$ cat config.mk
export PLATFORM = sky130hd
export DESIGN_NAME = dm_mmio_bridge_flat
export DESIGN_NICKNAME = d
export VERILOG_FILES = /design/src/rtl/dm_mmio_bridge_if.sv /design/src/rtl/dm_mmio_bridge.sv /design/src/flat_wrapper.sv
export SDC_FILE = /design/constraint.sdc
export NUM_CORES = 1
export LEC_CHECK = 0
export ABC_CLOCK_PERIOD_IN_PS = 3350
export CAP_MARGIN = 25
export CORE_ASPECT_RATIO = 1.1
export CORE_UTILIZATION = 34
export DETAILED_ROUTE_END_ITERATION = 7
export HOLD_SLACK_MARGIN = 0.05
export PLACE_DENSITY = 0.6
export RECOVER_POWER = 25
export SYNTH_ARGS = -nofsm -noshare
export SYNTH_HDL_FRONTEND = slang
export SYNTH_SLANG_ARGS = --single-unit
$ cat constraint.sdc
create_clock -name clk -period 3.35 [get_ports clk]
set_clock_uncertainty 0.2 [all_clocks]
set_input_delay 0.67 -clock clk [delete_from_list [all_inputs] [get_ports clk]]
set_output_delay 0.67 -clock clk [all_outputs]
set_load 0.005 [all_outputs]
$ cat src/rtl/dm_mmio_bridge_if.sv
// CPU data-memory port and data-SRAM port of the MMIO bridge, bundled.
// slave  : the bridge's view.
// master : the surrounding CPU/SRAM environment's view.
interface dm_mmio_bridge_if;
  logic [3:0]  cpu_dm_w_en;
  logic [15:0] cpu_dm_address;
  logic [31:0] cpu_dm_write_data;
  logic [31:0] cpu_dm_read_data;
  logic [3:0]  sram_w_en;
  logic [15:0] sram_address;
  logic [31:0] sram_write_data;
  logic [31:0] sram_read_data;

  modport slave (
    input  cpu_dm_w_en, cpu_dm_address, cpu_dm_write_data, sram_read_data,
    output cpu_dm_read_data, sram_w_en, sram_address, sram_write_data
  );

  modport master (
    output cpu_dm_w_en, cpu_dm_address, cpu_dm_write_data, sram_read_data,
    input  cpu_dm_read_data, sram_w_en, sram_address, sram_write_data
  );
endinterface

$ cat src/rtl/dm_mmio_bridge.sv
// dm_mmio_bridge: routes CPU data-memory accesses to the data SRAM or to a
// small MMIO page (cycle counter, timer compare, UART TX FIFO, status).
// Read data is combinational so the CPU captures it in the same MEM cycle.
// Optional feature macro: MMIO_TIMER_EN (timer compare + sticky timer_irq).
// When undefined, TIMER_CMP reads 0, irq_pending is 0 and timer_irq is tied 0.
module dm_mmio_bridge #(
  parameter int unsigned FIFO_DEPTH = 8,
  parameter int unsigned CLK_DIV    = 16,
  parameter logic [7:0]  MMIO_PAGE  = 8'hFF
) (
  input  logic            clk,
  input  logic            rst,
  dm_mmio_bridge_if.slave bus,
  output logic            tx_out,
  output logic            timer_irq
);

  localparam int unsigned PW = (FIFO_DEPTH > 1) ? $clog2(FIFO_DEPTH) : 1;
  localparam int unsigned CW = $clog2(FIFO_DEPTH + 1);
  localparam int unsigned BW = $clog2(CLK_DIV);
  localparam logic [BW-1:0] BIT_LAST = BW'(CLK_DIV - 1);
  localparam logic [CW-1:0] DEPTH_C  = CW'(FIFO_DEPTH);

  typedef enum logic [1:0] {
    S_IDLE  = 2'd0,
    S_START = 2'd1,
    S_DATA  = 2'd2,
    S_STOP  = 2'd3
  } tx_state_e;

  // Decode
  logic        mmio_sel_s;
  logic [1:0]  reg_idx_s;
  logic        cmp_we_s;
  logic        push_req_s;
  logic        push_ok_s;
  logic        pop_s;
  logic        stat_wr_s;
  logic [31:0] status_s;
  logic [31:0] rdata_s;
  logic [31:0] cmp_rd_s;
  logic        irq_s;

  // State
  logic [31:0]   cycle_q;
  logic [7:0]    fifo_mem_q [FIFO_DEPTH];
  logic [PW-1:0] wr_ptr_q, wr_ptr_d;
  logic [PW-1:0] rd_ptr_q, rd_ptr_d;
  logic [CW-1:0] count_q, count_d;
  logic          ovf_q, ovf_d;
  tx_state_e     state_q, state_d;
  logic [BW-1:0] bit_cnt_q, bit_cnt_d;
  logic [2:0]    bit_idx_q, bit_idx_d;
  logic [7:0]    tx_byte_q, tx_byte_d;
  logic          tx_q, tx_d;

  // Address bits the register map does not look at.
  logic unused_s;
  assign unused_s = ^{bus.cpu_dm_address[7:4], bus.cpu_dm_address[1:0],
                      bus.cpu_dm_write_data};

  assign mmio_sel_s = (bus.cpu_dm_address[15:8] == MMIO_PAGE);
  assign reg_idx_s  = bus.cpu_dm_address[3:2];
  assign cmp_we_s   = mmio_sel_s && (reg_idx_s == 2'd1) && (bus.cpu_dm_w_en != 4'h0);
  assign push_req_s = mmio_sel_s && (reg_idx_s == 2'd2) && bus.cpu_dm_w_en[0];
  assign stat_wr_s  = mmio_sel_s && (reg_idx_s == 2'd3) && bus.cpu_dm_w_en[0];

  // Acceptance looks only at the count at the start of the cycle, so a
  // same-cycle pop never rescues a push into a full FIFO.
  assign push_ok_s  = push_req_s && (count_q < DEPTH_C);
  assign pop_s      = (state_q == S_IDLE) && (count_q != {CW{1'b0}});

  assign bus.sram_w_en       = mmio_sel_s ? 4'h0 : bus.cpu_dm_w_en;
  assign bus.sram_address    = bus.cpu_dm_address;
  assign bus.sram_write_data = bus.cpu_dm_write_data;
  assign bus.cpu_dm_read_data = rdata_s;

  assign tx_out    = tx_q;
  assign timer_irq = irq_s;

`ifdef MMIO_TIMER_EN
  logic [31:0] cmp_q, cmp_d;
  logic        irq_q, irq_d;

  // Timer compare byte-lane writes and sticky irq (set beats clear).
  always_comb begin
    cmp_d = cmp_q;
    irq_d = irq_q;
    for (int b = 0; b < 4; b++) begin
      if (cmp_we_s && bus.cpu_dm_w_en[b]) begin
        cmp_d[8*b +: 8] = bus.cpu_dm_write_data[8*b +: 8];
      end else begin
        cmp_d[8*b +: 8] = cmp_q[8*b +: 8];
      end
    end
    if (stat_wr_s && bus.cpu_dm_write_data[4]) begin
      irq_d = 1'b0;
    end else begin
      irq_d = irq_q;
    end
    if (cycle_q == cmp_q) begin
      irq_d = 1'b1;
    end else begin
      irq_d = irq_d;
    end
  end

  // Timer registers.
  always_ff @(posedge clk) begin
    if (!rst) begin
      cmp_q <= 32'hFFFF_FFFF;
      irq_q <= 1'b0;
    end else begin
      cmp_q <= cmp_d;
      irq_q <= irq_d;
    end
  end

  assign cmp_rd_s = cmp_q;
  assign irq_s    = irq_q;
`else
  assign cmp_rd_s = 32'h0000_0000;
  assign irq_s    = 1'b0;
`endif

  // STATUS register image.
  always_comb begin
    status_s              = 32'h0000_0000;
    status_s[0]           = (count_q == {CW{1'b0}});
    status_s[1]           = (count_q == DEPTH_C);
    status_s[2]           = (state_q != S_IDLE);
    status_s[3]           = ovf_q;
    status_s[4]           = irq_s;
    status_s[8 +: CW]     = count_q;
  end

  // Combinational read mux: SRAM data, or the selected MMIO register.
  always_comb begin
    rdata_s = bus.sram_read_data;
    if (mmio_sel_s) begin
      case (reg_idx_s)
        2'd0:    rdata_s = cycle_q;
        2'd1:    rdata_s = cmp_rd_s;
        2'd2:    rdata_s = 32'h0000_0000;
        2'd3:    rdata_s = status_s;
        default: rdata_s = 32'h0000_0000;
      endcase
    end else begin
      rdata_s = bus.sram_read_data;
    end
  end

  // FIFO pointer/count/overflow next state.
  always_comb begin
    wr_ptr_d = wr_ptr_q;
    rd_ptr_d = rd_ptr_q;
    count_d  = count_q;
    ovf_d    = ovf_q;
    if (push_ok_s) begin
      wr_ptr_d = wr_ptr_q + PW'(1);
    end else begin
      wr_ptr_d = wr_ptr_q;
    end
    if (pop_s) begin
      rd_ptr_d = rd_ptr_q + PW'(1);
    end else begin
      rd_ptr_d = rd_ptr_q;
    end
    case ({push_ok_s, pop_s})
      2'b10:   count_d = count_q + CW'(1);
      2'b01:   count_d = count_q - CW'(1);
      default: count_d = count_q;
    endcase
    if (stat_wr_s && bus.cpu_dm_write_data[3]) begin
      ovf_d = 1'b0;
    end else begin
      ovf_d = ovf_q;
    end
    if (push_req_s && !push_ok_s) begin
      ovf_d = 1'b1;
    end else begin
      ovf_d = ovf_d;
    end
  end

  // FIFO storage; contents are don't-care while the count says empty.
  always_ff @(posedge clk) begin
    if (push_ok_s) begin
      fifo_mem_q[wr_ptr_q] <= bus.cpu_dm_write_data[7:0];
    end
  end

  // Serializer next state; tx_d is decoded from the next state so the line
  // changes on the same edge as the state.
  always_comb begin
    state_d   = state_q;
    bit_cnt_d = bit_cnt_q;
    bit_idx_d = bit_idx_q;
    tx_byte_d = tx_byte_q;
    tx_d      = 1'b1;
    case (state_q)
      S_IDLE: begin
        bit_cnt_d = {BW{1'b0}};
        if (pop_s) begin
          tx_byte_d = fifo_mem_q[rd_ptr_q];
          state_d   = S_START;
        end else begin
          state_d   = S_IDLE;
        end
      end
      S_START: begin
        if (bit_cnt_q == BIT_LAST) begin
          bit_cnt_d = {BW{1'b0}};
          bit_idx_d = 3'd0;
          state_d   = S_DATA;
        end else begin
          bit_cnt_d = bit_cnt_q + BW'(1);
        end
      end
      S_DATA: begin
        if (bit_cnt_q == BIT_LAST) begin
          bit_cnt_d = {BW{1'b0}};
          if (bit_idx_q == 3'd7) begin
            state_d = S_STOP;
          end else begin
            bit_idx_d = bit_idx_q + 3'd1;
          end
        end else begin
          bit_cnt_d = bit_cnt_q + BW'(1);
        end
      end
      S_STOP: begin
        if (bit_cnt_q == BIT_LAST) begin
          bit_cnt_d = {BW{1'b0}};
          state_d   = S_IDLE;
        end else begin
          bit_cnt_d = bit_cnt_q + BW'(1);
        end
      end
      default: begin
        bit_cnt_d = {BW{1'b0}};
        state_d   = S_IDLE;
      end
    endcase
    case (state_d)
      S_START: tx_d = 1'b0;
      S_DATA:  tx_d = tx_byte_d[bit_idx_d];
      default: tx_d = 1'b1;
    endcase
  end

  // Cycle counter, FIFO control and serializer registers.
  always_ff @(posedge clk) begin
    if (!rst) begin
      cycle_q   <= 32'h0000_0000;
      wr_ptr_q  <= {PW{1'b0}};
      rd_ptr_q  <= {PW{1'b0}};
      count_q   <= {CW{1'b0}};
      ovf_q     <= 1'b0;
      state_q   <= S_IDLE;
      bit_cnt_q <= {BW{1'b0}};
      bit_idx_q <= 3'd0;
      tx_byte_q <= 8'h00;
      tx_q      <= 1'b1;
    end else begin
      cycle_q   <= cycle_q + 32'd1;
      wr_ptr_q  <= wr_ptr_d;
      rd_ptr_q  <= rd_ptr_d;
      count_q   <= count_d;
      ovf_q     <= ovf_d;
      state_q   <= state_d;
      bit_cnt_q <= bit_cnt_d;
      bit_idx_q <= bit_idx_d;
      tx_byte_q <= tx_byte_d;
      tx_q      <= tx_d;
    end
  end

endmodule

$ cat src/flat_wrapper.sv
// flat-port wrapper written by rule: the top's interface ports become plain ports
module dm_mmio_bridge_flat 
#(
  parameter int unsigned FIFO_DEPTH = 8,
  parameter int unsigned CLK_DIV    = 16,
  parameter logic [7:0]  MMIO_PAGE  = 8'hFF
)
  (clk, rst, tx_out, timer_irq, bus_cpu_dm_w_en, bus_cpu_dm_address, bus_cpu_dm_write_data, bus_sram_read_data, bus_cpu_dm_read_data, bus_sram_w_en, bus_sram_address, bus_sram_write_data);
  dm_mmio_bridge_if bus_i ();
  input  logic clk;
  input  logic rst;
  output logic tx_out;
  output logic timer_irq;
  input wire logic [$bits(bus_i.cpu_dm_w_en)-1:0] bus_cpu_dm_w_en;
  input wire logic [$bits(bus_i.cpu_dm_address)-1:0] bus_cpu_dm_address;
  input wire logic [$bits(bus_i.cpu_dm_write_data)-1:0] bus_cpu_dm_write_data;
  input wire logic [$bits(bus_i.sram_read_data)-1:0] bus_sram_read_data;
  output wire logic [$bits(bus_i.cpu_dm_read_data)-1:0] bus_cpu_dm_read_data;
  output wire logic [$bits(bus_i.sram_w_en)-1:0] bus_sram_w_en;
  output wire logic [$bits(bus_i.sram_address)-1:0] bus_sram_address;
  output wire logic [$bits(bus_i.sram_write_data)-1:0] bus_sram_write_data;
  assign bus_i.cpu_dm_w_en = bus_cpu_dm_w_en;
  assign bus_i.cpu_dm_address = bus_cpu_dm_address;
  assign bus_i.cpu_dm_write_data = bus_cpu_dm_write_data;
  assign bus_i.sram_read_data = bus_sram_read_data;
  assign bus_cpu_dm_read_data = bus_i.cpu_dm_read_data;
  assign bus_sram_w_en = bus_i.sram_w_en;
  assign bus_sram_address = bus_i.sram_address;
  assign bus_sram_write_data = bus_i.sram_write_data;
  dm_mmio_bridge #(.FIFO_DEPTH(FIFO_DEPTH), .CLK_DIV(CLK_DIV), .MMIO_PAGE(MMIO_PAGE)) u_core (.clk(clk), .rst(rst), .bus(bus_i), .tx_out(tx_out), .timer_irq(timer_irq));
endmodule
==> summary.txt, run 1 <==
CLOCK TREE
----------------------------------------------------------------------------------------
Clock tree from TritonCTS .................................................        built
Clock root buffer ......................................................... sky130_fd_sc_hd__clkbuf_16
Number of levels in the clock H-tree ......................................            4
Number of buffers inserted by hold repair at cts ..........................            0
Total clock buffers created by CTS ........................................           17
Clock Latency Late Sink ...................................................       420 ps
Clk pin slew, worst setup/hold paths ......................................        50 ps
Bufs on Longest Clock Path ................................................            2
Count of clock tree sinks .................................................          128

TIMING
----------------------------------------------------------------------------------------
Pin slew with the least headroom to its limit .............................       743 ps
Final Hold Viols ..........................................................            0
Relative slew slack .......................................................        0.504
Endpoints failing setup ...................................................            0
Worst setup margin ........................................................      26.6 ps
Maximum clock frequency ...................................................      301 MHz
Portion of the clock cycle consumed by the worst path in the final layout .        0.992
Final period demand of the worst path .....................................      3320 ps
Max Transition Viols Final ................................................            0
Unrepaired setup endpoints after global routing ...........................          yes

SETUP PATH
----------------------------------------------------------------------------------------
Endpoint arrival time on the critical path ................................      2450 ps
Worst setup EP type .......................................................   output pin
Critical Path RT ..........................................................      2480 ps
Crit-path max FO ..........................................................           33
Critical Setup Path Class .................................................    in -> out
Count of cells along the worst register-to-register path ..................            9
Critical path launch point type ...........................................    input pin

SYNTHESIS
----------------------------------------------------------------------------------------
Cell type with the highest aggregate area in the netlist .................. sky130_fd_sc_hd__edfxtp_1
Share of async-settable or async-resettable flops after synthesis .........            0
Syn nets ..................................................................          734
Most frequently used cell type in the post-synthesis netlist .............. sky130_fd_sc_hd__nand2_1
Synthesis Warnings ........................................................            0
Part of the Yosys area used for sequential elements .......................        0.494
Count of flip-flops with a built-in enable after synthesis ................           64
Cell types with the largest area share after synthesis .................... sky130_fd_sc_hd__edfxtp_1 30%, sky130_fd_sc_hd__dfxtp_1 20%, sky130_fd_sc_hd__mux2i_1 5.9%
Count of cell types in the netlist ........................................           58
Share of the synthesized area in the top cell type ........................        0.297
Flip-flop and latch count after synthesis .................................          128
Most common library cells after synthesis ................................. 76 x sky130_fd_sc_hd__nand2_1, 64 x sky130_fd_sc_hd__dfxtp_1, 64 x sky130_fd_sc_hd__edfxtp_1
Mean cell area of the mapped netlist ......................................   10.2 sq um
Synthesized instance count ................................................          635
Cell area after synthesis .................................................   6480 sq um
Main flop type after synthesis ............................................ sky130_fd_sc_hd__edfxtp_1

POWER
----------------------------------------------------------------------------------------
Power, Total ..............................................................      3690 uW
Leak pwr ..................................................................   0.00327 uW
Largest vdd supply drop ...................................................       355 uV
Pwr/cell area .............................................................  442 nW/um^2

ROUTE
----------------------------------------------------------------------------------------
Wire length the detailed router placed on met1 ............................      6200 um
Length of the first detailed-routing pass in iterations ...................            4
Max Used Layer ............................................................         met4
Number of antenna-violating nets in the routed design .....................            0
Met3 wirelength from detailed routing .....................................       726 um
Routed vias ...............................................................        4,693
DRC violations left .......................................................            0
Drt wl/cell ...............................................................      15.0 um
Total wire length after detailed routing ..................................    14,500 um
Starting DRT DRC Count ....................................................          270
Mean number of vias per cell ..............................................         4.85
Met2 wire length ..........................................................      7290 um

CELLS AND AREA
----------------------------------------------------------------------------------------
FF+latch area .............................................................   3200 sq um
Nets ......................................................................          811
Total area of multi-input combinational cells .............................   2840 sq um
Antenna cell count ........................................................            0
Number of filler cells placed in the layout ...............................        1,729
Fraction of final layout cells sized beyond drive strength 1 ..............        0.114
Layout Area Growth over Synthesis .........................................        28.9%

DIE
----------------------------------------------------------------------------------------
Die W .....................................................................       134 um
Effective utilization at floorplan ........................................        0.350
Height of the chip ........................................................       147 um
Total die area ............................................................ 19,600 sq um
Site Rows .................................................................           52
Core footprint ............................................................ 18,500 sq um
Total I/O pin count .......................................................          172

PLACEMENT
----------------------------------------------------------------------------------------
Final weighted congestion in routability-driven placement .................        0.825
Number of port buffers ....................................................          110
Setup slack at placement ..................................................      -166 ps
Final HPWL from detailed placement ........................................      9930 um

STATUS
----------------------------------------------------------------------------------------
Run status ................................................................ complete, no violations

GLOBAL ROUTE
----------------------------------------------------------------------------------------
Antenna violations before repair ..........................................            0
Via count of the first global-routing pass ................................        4,623
Overall Global Routing Usage ..............................................        0.152
Pin count of the biggest net entering global routing ......................           58
Total overflow reported by the global router ..............................            0
First-pass GRT wire length ................................................    23,200 um

RUN
----------------------------------------------------------------------------------------
Number of max-cap violations ..............................................            0

WORST HOLD PATH
----------------------------------------------------------------------------------------
Hold WC Path Type .........................................................   reg -> reg
Hold Path Cell Cnt ........................................................            1

==> routing by layer <==
metal / GRT usage / vias up
met3: 0.0483 / 21
met4: 0.0642 / 0
met2: 0.258 / 140
li1: - / 2339
met1: 0.177 / 2193
met5: 0 / -
==> metrics by stage <==
step	setup TNS (ps)	instances	cell area (sq um)	hold slack, ps	utilization
3_3_place_gp	-1340	933	7610	244	0.410
6_report	0	968	8360	277	0.451
2_1_floorplan	0	635	6480	230	-
3_5_place_dp	-2300	933	7610	263	0.410
4_1_cts	0	965	8230	275	0.444
5_1_grt	-580	968	8360	288	0.451
==> timing repair <==
item	CTS	global route
gates resized for setup	13	30
gates cloned	0	1
setup buffers	0	2
endpoints found under the setup margin	22	32
pin swaps	0	1
==> critical path: stages <==
cell and delay, ps:
sky130_fd_sc_hd__clkdlybuf4s50_1 490, sky130_fd_sc_hd__nand4_1 120, sky130_fd_sc_hd__buf_4 160, sky130_fd_sc_hd__nor2_4 110, sky130_fd_sc_hd__buf_12 190, sky130_fd_sc_hd__nand3_2 120, sky130_fd_sc_hd__nand2_1 80, sky130_fd_sc_hd__clkdlybuf4s50_1 490
==> power by group <==
group	switching (uW)	total [uW]	internal, uW
combinational	139	323	184
clock	684	1700	1020
sequential	10.6	1670	1660
total	834	3690	2860
==> cells in the final DEF (no fill, tap or decap), types with 13 or more instances in the layout <==
cell type                         netlist  routed
sky130_fd_sc_hd__and2_1                47      46
sky130_fd_sc_hd__ha_1                  13      13
sky130_fd_sc_hd__nand3_1               37      35
sky130_fd_sc_hd__clkdlybuf4s50_1        0      78
sky130_fd_sc_hd__edfxtp_1              64      64
sky130_fd_sc_hd__mux2i_1               38      38
sky130_fd_sc_hd__nor2_1                30      28
sky130_fd_sc_hd__xnor2_1               20      20
sky130_fd_sc_hd__nor2b_1               19      19
sky130_fd_sc_hd__dfxtp_1               64      64
sky130_fd_sc_hd__nand2_1               76      76
sky130_fd_sc_hd__a22oi_1               18      18
sky130_fd_sc_hd__xor2_1                13      13
sky130_fd_sc_hd__buf_4                 50      21
sky130_fd_sc_hd__dlymetal6s2s_1         0      24
sky130_fd_sc_hd__clkbuf_16              0      18
==> cell type report <==
cell class / count / area share
clock buffers: 19 / 0.0518
clock inverters: 13 / 0.0136
inverters: 10 / 0.00449
multi-input cells: 418 / 0.339
flip-flops and latches: 128 / 0.383
well taps: 243 / 0.0364
repair buffers: 137 / 0.171
==> sequential cells by signal, indices dropped and copies added, names as in the netlist, named ones only <==
signal             count
u_core.state_q         2
u_core.tx_byte_q       8
u_core.bit_idx_q       3
u_core.tx_out          1
u_core.wr_ptr_q        3
u_core.count_q         4
u_core.fifo_mem_q     64
u_core.cycle_q        32
u_core.ovf_q           1
u_core.bit_cnt_q       4
u_core.rd_ptr_q        3
==> path summary, 6_finish.rpt <==
check | from | endpoint | slack [ps]
setup / recovery | bus_cpu_dm_address[13] | bus_cpu_dm_read_data[19] | 30
hold / removal | u_core.bit_cnt_q[0] | u_core.bit_cnt_q[0] | 280
setup reg to reg | u_core.count_q[3] | u_core.count_q[2] | 550
hold reg to reg | u_core.bit_cnt_q[0] | u_core.bit_cnt_q[0] | 280
==> cell families (layout without fill, tap and decap cells) <==
family | Yosys count | after routing | share of synthesized area
AOI/OAI and AO/OA | 72 | 72 | 0.0834
other | 1 | 1 | 0.000579
buffers and inverters | 89 | 179 | 0.0826
muxes | 38 | 38 | 0.0587
and+or+nand+nor | 261 | 261 | 0.211
xor gates and xnor gates | 33 | 33 | 0.0446
DFF | 128 | 128 | 0.494
adders and majority gates | 13 | 13 | 0.0251
(Power assumes the default switching activity.)
==> run 2: changes to the inputs <==
--- a/config.mk
+++ b/config.mk
@@ -13,6 +13,7 @@
 export HOLD_SLACK_MARGIN = 0.05
 export PLACE_DENSITY = 0.6
 export RECOVER_POWER = 25
+export SLEW_MARGIN = 10
 export SYNTH_ARGS = -nofsm -noshare
 export SYNTH_HDL_FRONTEND = slang
 export SYNTH_SLANG_ARGS = --single-unit
==> results of run 2 <==
Same layout as run 1: the final DEF is identical, and so are final timing and power.
==> run 3: changes to the inputs <==
--- a/config.mk
+++ b/config.mk
@@ -13,7 +13,6 @@
 export HOLD_SLACK_MARGIN = 0.05
 export PLACE_DENSITY = 0.6
 export RECOVER_POWER = 25
-export SLEW_MARGIN = 10
 export SYNTH_ARGS = -nofsm -noshare
 export SYNTH_HDL_FRONTEND = slang
 export SYNTH_SLANG_ARGS = --single-unit
==> results of run 3 <==
Same layout as run 1: the final DEF is identical, and so are final timing and power.
